[config.mk]
export PLATFORM = sky130hd
export DESIGN_NAME = preamble_detect_ctrl
export DESIGN_NICKNAME = d
export VERILOG_FILES = /design/src/rtl/preamble_detect_ctrl.sv
export SDC_FILE = /design/constraint.sdc
export NUM_CORES = 1
export LEC_CHECK = 0
export CAP_MARGIN = 10
export CORE_MARGIN = 2
export CORE_UTILIZATION = 55
export DETAILED_ROUTE_END_ITERATION = 8
export PLACE_DENSITY = 0.83
export SKIP_LAST_GASP = 1
export SYNTH_ARGS = -nofsm -noshare
export SYNTH_HDL_FRONTEND = slang
export SYNTH_SLANG_ARGS = --single-unit
[constraint.sdc]
create_clock -name clk -period 94.7 [get_ports clk]
set_clock_uncertainty 0.2 [all_clocks]
set_input_delay 23.675 -clock clk [delete_from_list [all_inputs] [get_ports clk]]
set_output_delay 23.675 -clock clk [all_outputs]
set_load 0.05 [all_outputs]
[src/rtl/preamble_detect_ctrl.sv]
// Preamble detection sequencer: quiet-channel arming, peak-hold search over the
// banked correlator scores, single detection report, release/timeout hold-off and flush.
module preamble_detect_ctrl #(
  parameter int BANKS         = 16,
  parameter int CORR_WIDTH    = 7,
  parameter int THRESHOLD     = 58,
  parameter int PEAK_WINDOW   = 8,
  parameter int QUIET_SAMPLES = 4,
  parameter int HOLD_CYCLES   = 1024
) (
  input  logic                          clk,
  input  logic                          rst,
  input  logic                          enable_i,
  input  logic [CORR_WIDTH*BANKS-1:0]   corr_dat_i,
  input  logic                          corr_vld_i,
  input  logic                          all_zeros_i,
  input  logic                          release_i,
  output logic                          det_vld_o,
  output logic [$clog2(BANKS)-1:0]      det_bank_o,
  output logic [CORR_WIDTH-1:0]         det_score_o,
  output logic                          busy_o,
  output logic                          corr_rst_o
);

  localparam int BW = $clog2(BANKS);
  localparam int QW = $clog2(QUIET_SAMPLES + 1);
  localparam int WW = $clog2(PEAK_WINDOW + 1);
  localparam int HW = (HOLD_CYCLES > 1) ? $clog2(HOLD_CYCLES) : 1;

  localparam logic [QW-1:0]         QUIET_MAX = QW'(QUIET_SAMPLES);
  localparam logic [WW-1:0]         WIN_MAX   = WW'(PEAK_WINDOW);
  localparam logic [HW-1:0]         HOLD_LAST = HW'(HOLD_CYCLES - 1);
  localparam logic [CORR_WIDTH-1:0] THRESH    = CORR_WIDTH'(THRESHOLD);

  typedef enum logic [2:0] {IDLE, ARMED, PEAK, LOCKED, FLUSH} state_t;

  state_t                  state_q;
  logic [QW-1:0]           quiet_cnt_q;
  logic [WW-1:0]           win_cnt_q;
  logic [HW-1:0]           hold_cnt_q;
  logic [CORR_WIDTH-1:0]   pk_score_q;
  logic [BW-1:0]           pk_bank_q;
  logic                    det_vld_q;
  logic [BW-1:0]           det_bank_q;
  logic [CORR_WIDTH-1:0]   det_score_q;
  logic                    busy_q;
  logic                    corr_rst_q;

  logic [CORR_WIDTH-1:0]   bank_score [BANKS];
  logic [CORR_WIDTH-1:0]   best_score;
  logic [BW-1:0]           best_bank;
  logic [QW-1:0]           quiet_cnt_d;
  logic [WW-1:0]           win_cnt_d;

  generate
    for (genvar gi = 0; gi < BANKS; gi++) begin : g_unpack
      assign bank_score[gi] = corr_dat_i[gi*CORR_WIDTH +: CORR_WIDTH];
    end
  endgenerate

  // Strict compare while scanning upward keeps the lowest index on ties.
  always_comb begin
    best_score = bank_score[0];
    best_bank  = '0;
    for (int i = 1; i < BANKS; i++) begin
      if (bank_score[i] > best_score) begin
        best_score = bank_score[i];
        best_bank  = BW'(i);
      end
    end
  end

  always_comb begin
    quiet_cnt_d = '0;
    if (all_zeros_i) begin
      quiet_cnt_d = (quiet_cnt_q == QUIET_MAX) ? quiet_cnt_q : quiet_cnt_q + QW'(1);
    end
    win_cnt_d = win_cnt_q + WW'(1);
  end

  always_ff @(posedge clk) begin
    if (rst) begin
      state_q     <= IDLE;
      quiet_cnt_q <= '0;
      win_cnt_q   <= '0;
      hold_cnt_q  <= '0;
      pk_score_q  <= '0;
      pk_bank_q   <= '0;
      det_vld_q   <= 1'b0;
      det_bank_q  <= '0;
      det_score_q <= '0;
      busy_q      <= 1'b0;
      corr_rst_q  <= 1'b0;
    end else begin
      det_vld_q  <= 1'b0;
      corr_rst_q <= 1'b0;
      case (state_q)
        IDLE: begin
          if (quiet_cnt_q == QUIET_MAX && enable_i) begin
            state_q     <= ARMED;
            quiet_cnt_q <= '0;
          end else if (corr_vld_i) begin
            quiet_cnt_q <= quiet_cnt_d;
          end
        end
        ARMED: begin
          if (!enable_i) begin
            state_q <= IDLE;
          end else if (corr_vld_i && best_score >= THRESH) begin
            state_q    <= PEAK;
            pk_score_q <= best_score;
            pk_bank_q  <= best_bank;
            win_cnt_q  <= '0;
            busy_q     <= 1'b1;
          end
        end
        PEAK: begin
          if (!enable_i) begin
            state_q <= IDLE;
            busy_q  <= 1'b0;
          end else if (corr_vld_i) begin
            if (best_score > pk_score_q) begin
              pk_score_q <= best_score;
              pk_bank_q  <= best_bank;
              win_cnt_q  <= '0;
            end else if (win_cnt_d == WIN_MAX) begin
              state_q     <= LOCKED;
              det_vld_q   <= 1'b1;
              det_bank_q  <= pk_bank_q;
              det_score_q <= pk_score_q;
              hold_cnt_q  <= '0;
            end else begin
              win_cnt_q <= win_cnt_d;
            end
          end
        end
        LOCKED: begin
          if (release_i || hold_cnt_q == HOLD_LAST) begin
            state_q    <= FLUSH;
            corr_rst_q <= 1'b1;
            busy_q     <= 1'b0;
          end else begin
            hold_cnt_q <= hold_cnt_q + HW'(1);
          end
        end
        FLUSH: begin
          state_q     <= IDLE;
          quiet_cnt_q <= '0;
        end
        default: state_q <= IDLE;
      endcase
    end
  end

  assign det_vld_o   = det_vld_q;
  assign det_bank_o  = det_bank_q;
  assign det_score_o = det_score_q;
  assign busy_o      = busy_q;
  assign corr_rst_o  = corr_rst_q;

endmodule
# After elaboration in Yosys (flattened, before gate mapping)
# Index checks and enable logic that the tools add are counted.
[totals]
in_bits = 118
out_inout_bits = 14
word_cells = 154
register_bits = 45
[classes]
eq_ne = 25
n_reduce_logical = 17
add_sub_neg = 3
n_bitwise = 5
n_mux = 76
magnitude_cmp = 17
[ops]
columns = ["cell", "n"]
rows = [
  ["$mux 7", 20],
  ["$gt 7x7->1", 16],
  ["$mux 4", 25],
  ["$mux 10", 5],
  ["$mux 3", 12],
  ["$reduce_and 6->1", 4],
  ["$ne 2x2->1 const B", 11],
  ["$pmux 10 s2", 1],
  ["$ne 3x3->1 const B", 6],
  ["$pmux 4 s2", 2],
  ["$pmux 7 s2", 1],
  ["$pmux 3 s4", 1],
  ["$add 10x1->10 const B", 1],
  ["$eq 10x10->1 const B", 1],
  ["$reduce_and 5->1", 2],
  ["$ge 7x6->1 const B", 1],
  ["$mux 1", 7],
  ["$eq 3x2->1 const B", 2],
  ["$eq 3x3->1 const B", 2],
  ["$pmux 3 s2", 1],
  ["$reduce_bool 2->1", 3],
  ["$not 1->1", 5],
  ["$reduce_or 5->1", 1],
  ["$add 4x1->4 const B", 1],
  ["other kinds (11)", 12],
]

# Longest topological paths before layout
# Gate-level depths: netlist of run 1.
[logic_depth]
word_depth = 35
ltp_mapped = 165
mapped_depth_nobuf = 154

# Worst setup path before layout of run 1
# OpenSTA, ideal clock, no wires.
[synth_path]
kind = "input to register"
start = "input corr_dat_i[6]"
end = "register det_bank_q[0] (netlist: det_bank_o[0])"
setup_time_ps = 128
n_path_buf = 13
arrival_ps = 51256
t_required_ps = 94372
setup_slack_ps = 43116
stages = 149
cell_sequence = "inv_1 -> ha_1 -> a21o_1 -> a31oi_1 -> a21o_1 -> buf_2 -> mux2_2 -> inv_1 -> ha_1 -> a211oi_1 -> or2_1 -> buf_2 -> nor2_1 -> a211oi_1 -> nor3_1 -> or2_2 -> ha_1 -> a21o_1 -> (+113 left out) -> o21ai_0 -> nor2_1 -> nor2_1 -> nor4b_4 -> a32o_1 -> a2111o_2 -> ha_1 -> o21ai_0 -> nand2b_1 -> a21oi_1 -> o21ai_0 -> o21a_1 -> nor2_1 -> and2_1 -> clkbuf_1 -> buf_1 -> mux2i_1 -> nor2_1"
[synth_via]
elab_chain_cells = 33
[synth_rtl]
columns = ["item", "line_no", "text"]
rows = [
  ["start, declared", "14", "input logic [CORR_WIDTH*BANKS-1:0] corr_dat_i,"],
  ["$gt 7x7->1", "66", "if (bank_score[i] > best_score) begin"],
  ["$mux 7 (*)", "66", ""],
  ["$gt 7x7->1", "66", ""],
  ["$mux 7 (*)", "66", ""],
  ["$gt 7x7->1", "66", ""],
  ["$mux 7 (*)", "66", ""],
  ["$gt 7x7->1", "66", ""],
  ["$mux 7 (*)", "66", ""],
  ["(+18 left out)", "n/a", ""],
  ["$gt 7x7->1", "66", ""],
  ["$mux 7 (*)", "66", ""],
  ["$gt 7x7->1", "66", ""],
  ["$mux 7 (*)", "66", ""],
  ["net best_score[2]", "50", "logic [CORR_WIDTH-1:0] best_score;"],
  ["$gt 7x7->1 (*)", "122", "if (best_score > pk_score_q) begin"],
  ["$not 1->1 (no source line) (*)", "n/a", ""],
  ["$reduce_and 5->1 (no source line) (*)", "n/a", ""],
  ["end signal, assigned", "129", "det_bank_q <= pk_bank_q;"],
  ["end, declared", "44", "logic [BW-1:0] det_bank_q;"],
]
# Mark *: on every way through the listed nets, which the timed path passes. The rest lies on a longest branch.
# A chain may end at the register's enable or synchronous reset.

# Final worst setup path of run 1
[layout_path]
start = "input corr_dat_i[6]"
end = "register hold_cnt_q[9]"
[layout_via]
elab_chain_cells = 33
[layout_rtl]
columns = ["item", "line_no", "text"]
rows = [
  ["$gt 7x7->1", "66", ""],
  ["$mux 7 (*)", "66", ""],
  ["$gt 7x7->1", "66", ""],
  ["$mux 7 (*)", "66", ""],
  ["$gt 7x7->1", "66", ""],
  ["$mux 7 (*)", "66", ""],
  ["$gt 7x7->1", "66", ""],
  ["$mux 7 (*)", "66", ""],
  ["(+18 left out)", "n/a", ""],
  ["$gt 7x7->1", "66", ""],
  ["$mux 7 (*)", "66", ""],
  ["$gt 7x7->1", "66", ""],
  ["$mux 7 (*)", "66", ""],
  ["net best_score[2]", "50", ""],
  ["$gt 7x7->1 (*)", "122", ""],
  ["$ne 2x2->1 (no source line) (*)", "n/a", ""],
  ["$reduce_and 6->1 (no source line) (*)", "n/a", ""],
  ["end signal, assigned", "143", "hold_cnt_q <= hold_cnt_q + HW'(1);"],
  ["end, declared", "40", "logic [HW-1:0] hold_cnt_q;"],
]
# Marked as above.

==> impl_metrics.tcl, run 1 <==
set metrics [dict create \
    status "complete, no violations" \
    numCtsBuffers 5 \
    ys.flop_type "dfxtp_1" \
    rows 42 \
    fin_crit_ns 56.64 \
    ant_nets 0 \
    multi_input_area_mm2 0.00623 \
    cts.sinks 45 \
    final_layout_size_suffix_gt1_share_pct 6.67 \
    io_pins 132 \
    cp-end-kind "register" \
    fin_util_pct 68.6 \
    hold_viol_final 0 \
    via_count 8189 \
    maxSlewHeadroom_pct 33.3 \
    cts_tree "yes" \
    drv_cap 0 \
    grt_max_degree 37 \
    track_usage_pct 29.8 \
    area_growth_pct 21.6 \
    slowest_delay_ns 0.81 \
    first_iter_violations 704 \
    cpMostUsedCell "ha_1" \
    yosys_warnings 0 \
    yosysSeqAreaShare_pct 12.0 \
    dp_hpwl_um 18000 \
    finalMaxSlewViolations 0 \
    grt_pass1_vias 7789 \
    crit_slowest_cell "o41ai_1" \
    synth.avg_cell_area_um2 7.45 \
    synth-edff-count 0 \
    worst_skew_pair.late_latency_ns 0.29 \
    drc 0 \
    worst_hold_slack_ns 0.297 \
    cts_max_level 2 \
    fill_cells 1104 \
    finalSetupTns_ns 0 \
    rsz0062_at_grt "false" \
    period_share_pct 59.8 \
    cts_root_buffer "clkbuf_16" \
    path_clk_slew_ns 0.06 \
    clockBufferDepth 2 \
    io_buffers 131 \
    gr-total-overflow 0 \
    die_w_um 121 \
    worstSetupPathType "primary input to register" \
    grt_pass1_wl_um 36000 \
    critPathArrivalTime_ns 56.62 \
    post_cts_buffers 0 \
    synth_area_mm2 0.00750 \
    initial_core_util_pct 56.4 \
    cts_hold_buf 0 \
    antenna_found_initial 0 \
    async_flop_share_pct 0 \
    startpoint_type "primary input" \
    wl_per_cell_um 16.8 \
    dieArea_mm2 0.0146 \
    hp-class "register to register" \
    drt_pre_antenna_iters 8 \
    nNetsFinal 1344 \
    gp_congestion 0.974 \
    cts_resized 0 \
    ys_ff_latch 45 \
    antennaDiodeCount 0 \
    required_ns 94.68 \
    die_h_um 121 \
    fmax_ghz 0.0177 \
    yosys.cell_types.count 100 \
    worst-path-max-fanout 20 \
    seqCellArea_um2 901 \
    avgViaCountPerCell 6.30 \
    syn_nets 1227 \
    core_area_mm2 0.0133 \
    setup_viol 0 \
    syn_inst 1006 \
    worst_slew_pin_slew_ns 0.994 \
    drt_wl_total_um 21800 \
]
cells by family (layout without fill, tap and decap cells):
logic type,count (synthesis),count (layout),share of synthesized area [%]
muxes,42,42,5.74
buffers and inverters,89,207,4.84
DFF,45,45,12.0
and+or+nand+nor,363,363,24.7
AOI/OAI and AO/OA,346,346,33.3
adders and majority gates,110,110,18.1
xor gates and xnor gates,11,11,1.28
worst max-delay path, delay by kind of cell:
family | cells | cell delay, ns
buf+inv | 9 | 1.14
simple gates | 44 | 8.37
mux | 4 | 1.46
fa+ha+maj | 18 | 5.41
compound gates | 64 | 16.37
xor+xnor | 1 | 0.16
stage by stage:
stage	std cells	setup slack, ns	area (um2)
floorplan	1006	43.12	7500
global placement	1292	39.09	8930
detailed placement	1292	38.40	8930
CTS	1300	38.56	9120
global route	1300	34.89	9120
finish	1300	38.06	9120
synth_stat cells, types with 17 or more instances:
cell,number,area (um2)
mux2i_1,34,340
ha_1,103,1290
nor2_1,94,353
inv_1,66,248
a21oi_1,65,325
and3_1,22,138
nand3_1,49,245
dfxtp_1,45,901
o21ai_0,65,325
nand2_1,70,263
nor3_1,19,95.1
a21o_1,37,278
nor2b_1,17,106
worst paths after layout:
| path | startpoint | endpoint | slack (ns) | cells after the start |
|---|---|---|---|---|
| worst min-delay path | win_cnt_q[3] | win_cnt_q[3] | 0.30 | 1 |
| worst max register to register | pk_score_q[1] | hold_cnt_q[9] | 91.17 | 15 |
| worst max-delay path | corr_dat_i[6] | hold_cnt_q[9] | 38.06 | 140 |
| worst min register to register | win_cnt_q[3] | win_cnt_q[3] | 0.30 | 1 |
sequential cells by signal, indices dropped and copies added, names as in the netlist:
| name | cells |
|---|---|
| busy_o | 1 |
| pk_bank_q | 4 |
| quiet_cnt_q | 3 |
| hold_cnt_q | 10 |
| det_bank_o | 4 |
| pk_score_q | 7 |
| corr_rst_o | 1 |
| win_cnt_q | 4 |
| det_vld_o | 1 |
| det_score_o | 7 |
| state_q | 3 |
cells in the final DEF, fill, tap and decap left out, types with 37 or more instances in the layout:
cell type,count
nor2_1,94
a21o_1,37
o21ai_0,65
nand2_1,70
dfxtp_1,45
clkdlybuf4s50_1,131
a21oi_1,65
nand3_1,49
ha_1,103
inv_1,66
routing by layer:
metal	part of all wire, %	global-route usage, %	vias to the layer above
li1	-	-	4047
met1	45	38.2	3774
met2	46	52.1	319
met3	6.6	3.92	49
met4	2.6	8.36	0
met5	0	0	-
final cells by class:
cell class	instances	area share, %
clock buffers	5	1.37
inverters	66	2.72
flip-flops and latches	45	9.88
repair buffers	133	14.5
well taps	176	2.41
clock inverters	3	0.713
multi-input cells	872	68.4
Power of run 1 is left out: the tool's default activity adds up to more than one toggle a clock period on the data nets, which glitch-free logic cannot reach.
==> inputs of run 2 (changes only) <==
- CORE_UTILIZATION: 55 -> 50
- PLACE_DENSITY: 0.83 -> 0.79
- clock period: 94.7 -> 47.7 ns (I/O delays scaled with it)
==> run 2 against run 1 <==
Net effect:
- cell area down 0.25%
- non-clock buffer count unchanged
- worst hold slack worse by 0.0017 ns
- count of clock-buffer cells in the layout up 2
- critical path depth up 4
- core utilization down 6.2 points
==> impl_metrics.tcl, run 2 (synthesis results as in run 1) <==
set metrics [dict create \
    cts_hold_buf 0 \
    worst_slew_pin_slew_ns 0.944 \
    nNetsFinal 1344 \
    ant_nets 0 \
    status "complete, no violations" \
    cts_tree "yes" \
    layout_common_cells "131 x clkdlybuf4s50_1, 103 x ha_1, 94 x nor2_1" \
    hp-class "register to register" \
    path_clk_slew_ns 0.06 \
    die_h_um 126 \
    die_w_um 126 \
    finalMaxSlewViolations 0 \
    drv_cap 0 \
    mostFrequentLayoutCell "clkdlybuf4s50_1" \
    area_growth_pct 21.3 \
    fill_cells 1315 \
    io_pins 132 \
    worst_skew_pair.late_latency_ns 0.28 \
    fmax_ghz 0.0224 \
    worst_slack_ns 3.04 \
    rsz0062_at_grt "false" \
    grt_max_degree 37 \
    initial_core_util_pct 51.4 \
    cpMostUsedCell "ha_1" \
    worst-path-max-fanout 20 \
    period_share_pct 93.6 \
    critPathArrivalTime_ns 44.63 \
    drt_pre_antenna_iters 5 \
    wl_per_cell_um 16.9 \
    cts_root_buffer "clkbuf_16" \
    largest_reg_flops 10 \
    cts_resized 0 \
    grt_busiest_layer "met2" \
    crit_slowest_cell "a211oi_2" \
    cp-end-kind "register" \
    avgViaCountPerCell 6.23 \
    antenna_found_initial 0 \
    antennaDiodeCount 0 \
    dieArea_mm2 0.0160 \
    drc 0 \
    via_count 8143 \
    fin_crit_ns 44.66 \
    first_iter_violations 694 \
    drt_wl_total_um 22100 \
    finalSetupTns_ns 0 \
    gp_congestion 0.956 \
    gr-total-overflow 0 \
    slowest_delay_ns 0.75 \
    required_ns 47.68 \
    post_cts_buffers 0 \
    grt_pass1_wl_um 36100 \
    grt_use_met1_pct 35.4 \
    dp_slack_ns 3.32 \
    met3_usage_pct 4.30 \
    io_buffers 131 \
    maxSlewHeadroom_pct 36.6 \
    numCtsBuffers 5 \
    cts.sinks 45 \
    setup_viol 0 \
    dp_hpwl_um 18200 \
    clockBufferDepth 2 \
    cts_max_level 2 \
    grt_pass1_vias 7544 \
    final_layout_size_suffix_gt1_share_pct 6.67 \
    core_area_mm2 0.0146 \
    worstSetupPathType "primary input to register" \
    rows 44 \
    startpoint_type "primary input" \
    hold_viol_final 0 \
    track_usage_pct 26.6 \
    gr-usage-met2_pct 44.7 \
    largest-register "hold_cnt_q" \
]
## run 2: changes by cell type in the layout (fill, tap and decap cells not counted), sizes merged
| cell | previous run | this run |
|---|---|---|
| bufinv | 2 | 0 |
| clkbuf | 5 | 7 |
## run 2: final timing paths
check,start,to,slack (ns),cells after the start
setup / recovery,corr_dat_i[6],hold_cnt_q[9],3.04,144
hold reg to reg,pk_bank_q[0],pk_bank_q[0],0.30,1
hold / removal,pk_bank_q[0],pk_bank_q[0],0.30,1
setup reg to reg,pk_score_q[1],hold_cnt_q[9],44.20,15
## run 2: area by class of cell
| class | count | area, um2 | area share (%) |
|---|---|---|---|
| Clock inverter | 1 | 5.00 | 0.0550 |
| Clock buffer | 7 | 153 | 1.68 |
| Tap cell | 184 | 230 | 2.53 |
| Sequential cell | 45 | 901 | 9.90 |
| Timing Repair Buffer | 133 | 1330 | 14.6 |
| Inverter | 66 | 248 | 2.72 |
| Multi-Input combinational cell | 872 | 6230 | 68.5 |
## run 2: stage by stage
stage | hold WS, ns | cell area, um2 | cells | util (%)
after floorplan | 0.240 | 7500 | 1006 | -
after global placement | 0.271 | 8940 | 1300 | 61.3
after detailed placement | 0.272 | 8940 | 1300 | 61.3
after CTS | 0.294 | 9100 | 1308 | 62.4
after global routing | 0.329 | 9100 | 1308 | 62.4
final | 0.295 | 9100 | 1308 | 62.4
## run 2: worst max-delay path, delay by kind of cell
family	cells	cell delay, ns
fa+ha+maj	18	5.31
buf+inv	10	1.27
mux	3	1.10
simple gates	48	8.77
compound gates	64	16.04
xor+xnor	1	0.16
## run 2: routing by layer
metal,routed length (um),vias to the layer above
met5,0,-
met3,1490,47
met2,10100,308
li1,-,4041
met1,9880,3747
met4,611,0
Power of run 2 is left out for the same reason.
==> inputs of run 3 (changes only) <==
- PLACE_DENSITY: 0.79 -> 0.9
==> run 3 against run 2 <==
Net effect:
- cell area about the same
- worst hold slack worse by 0.023 ns
- core utilization about the same
- fmax down 1.1%
- via count up 2.3%
- setup slack worse by 0.48 ns
- flip-flop and latch count unchanged
- non-clock buffer count up 1
- die area unchanged
- global-route usage up 1.1 points
- sequential share of layout area about the same
- register-to-register slack better by 0.02 ns
==> impl_metrics.tcl, run 3 (synthesis results as in run 1) <==
set metrics [dict create \
    die_w_um 126 \
    grt_pass1_wl_um 37500 \
    finish.instance_area_mm2 0.00909 \
    largest-register "hold_cnt_q" \
    clockBufferDepth 2 \
    status "complete, no violations" \
    hold_viol_final 0 \
    cts_hold_buf 0 \
    via_count 8332 \
    core_area_mm2 0.0146 \
    largest_reg_flops 10 \
    critPathBufInv 9 \
    mostFrequentLayoutCell "clkdlybuf4s50_1" \
    die_h_um 126 \
    required_ns 47.67 \
    dieArea_mm2 0.0160 \
    finalSetupTns_ns 0 \
    finalMaxSlewViolations 0 \
    worst_slew_pin_slew_ns 0.977 \
    rsz0062_at_grt "false" \
    post_cts_buffers 0 \
    startpoint_type "primary input" \
    grt_pass1_vias 8068 \
    crit_slowest_cell "o31ai_1" \
    cts_tree "yes" \
    area_growth_pct 21.3 \
    antennaDiodeCount 0 \
    wl_per_cell_um 17.3 \
    drv_cap 0 \
    nNetsFinal 1345 \
    antenna_found_initial 0 \
    fin_util_pct 62.3 \
    layout_common_cells "131 x clkdlybuf4s50_1, 103 x ha_1, 94 x nor2_1" \
    grt_max_degree 37 \
    io_pins 132 \
    dp_hpwl_um 18800 \
    setup_viol 0 \
    placed_area_mm2 0.00895 \
    track_usage_pct 27.7 \
    final_layout_size_suffix_gt1_share_pct 6.67 \
    hp-class "register to register" \
    numCtsBuffers 5 \
    cts_root_buffer "clkbuf_16" \
    fill_cells 1259 \
    gp_congestion 1.06 \
    first_iter_violations 826 \
    fin_crit_ns 45.14 \
    drt_pre_antenna_iters 5 \
    fmax_ghz 0.0222 \
    maxSlewHeadroom_pct 34.4 \
    gr-total-overflow 0 \
    initial_core_util_pct 51.4 \
    stdcell_count 1309 \
    worst_skew_pair.late_latency_ns 0.29 \
    cp-end-kind "register" \
    cts_max_level 2 \
    worst-path-max-fanout 20 \
    place_inst 1301 \
    r2r_slack_ns 44.22 \
    critPathTopFamily "compound AO/OA/AOI/OAI gates" \
    cts.sinks 45 \
    critPathArrivalTime_ns 45.11 \
    ant_nets 0 \
    io_buffers 131 \
    rows 44 \
    avgViaCountPerCell 6.37 \
    period_share_pct 94.6 \
    drt_wl_total_um 22700 \
    slowest_delay_ns 0.73 \
    cpMostUsedCell "ha_1" \
    path_clk_slew_ns 0.06 \
    worstSetupPathType "primary input to register" \
    drc 0 \
]
==> run 3: path summary, 6_finish.rpt <==
check	from	end	cells past startpoint
max	corr_dat_i[6]	hold_cnt_q[7]	142
min	pk_bank_q[0]	pk_bank_q[0]	1
max reg2reg	pk_score_q[1]	hold_cnt_q[7]	15
min reg2reg	pk_bank_q[0]	pk_bank_q[0]	1
==> run 3: final cells by class <==
type / instances / area, um2 / area share [%]
well taps: 184 / 230 / 2.53
flip-flops and latches: 45 / 901 / 9.91
clock buffers: 7 / 133 / 1.46
inverters: 66 / 248 / 2.72
repair buffers: 134 / 1330 / 14.7
multi-input cells: 872 / 6240 / 68.6
clock inverters: 1 / 7.51 / 0.0825
==> run 3: per-stage QoR <==
step	hold slack, ns	setup slack [ns]
after detailed placement	0.261	3.02
after floorplan	0.240	7.87
after global placement	0.251	4.00
final	0.272	2.56
after CTS	0.275	3.22
after global routing	0.290	0.0123
==> run 3: worst reg2reg max path: cells and delay by family (launching register included) <==
kind | cells | cell delay, ns
xor+xnor | 1 | 0.15
compound gates | 4 | 0.51
simple gates | 8 | 1.75
buf+inv | 1 | 0.06
fa+ha+maj | 1 | 0.31
flops | 1 | 0.37
==> run 3: per-layer routing <==
| layer | track usage (%) | part of all wire (%) | vias up |
|---|---|---|---|
| met2 | 47.4 | 46 | 394 |
| met3 | 3.92 | 8.0 | 85 |
| li1 | - | - | 4046 |
| met4 | 11.7 | 4.5 | 0 |
| met1 | 34.8 | 42 | 3807 |
| met5 | 0 | 0 | - |
==> run 3: timing repair <==
item | in CTS | in global routing
hold endpoints to repair | 0 | 0
resized for setup | 0 | 1
endpoints found under the setup margin | 0 | 4
Power of run 3 is left out for the same reason.
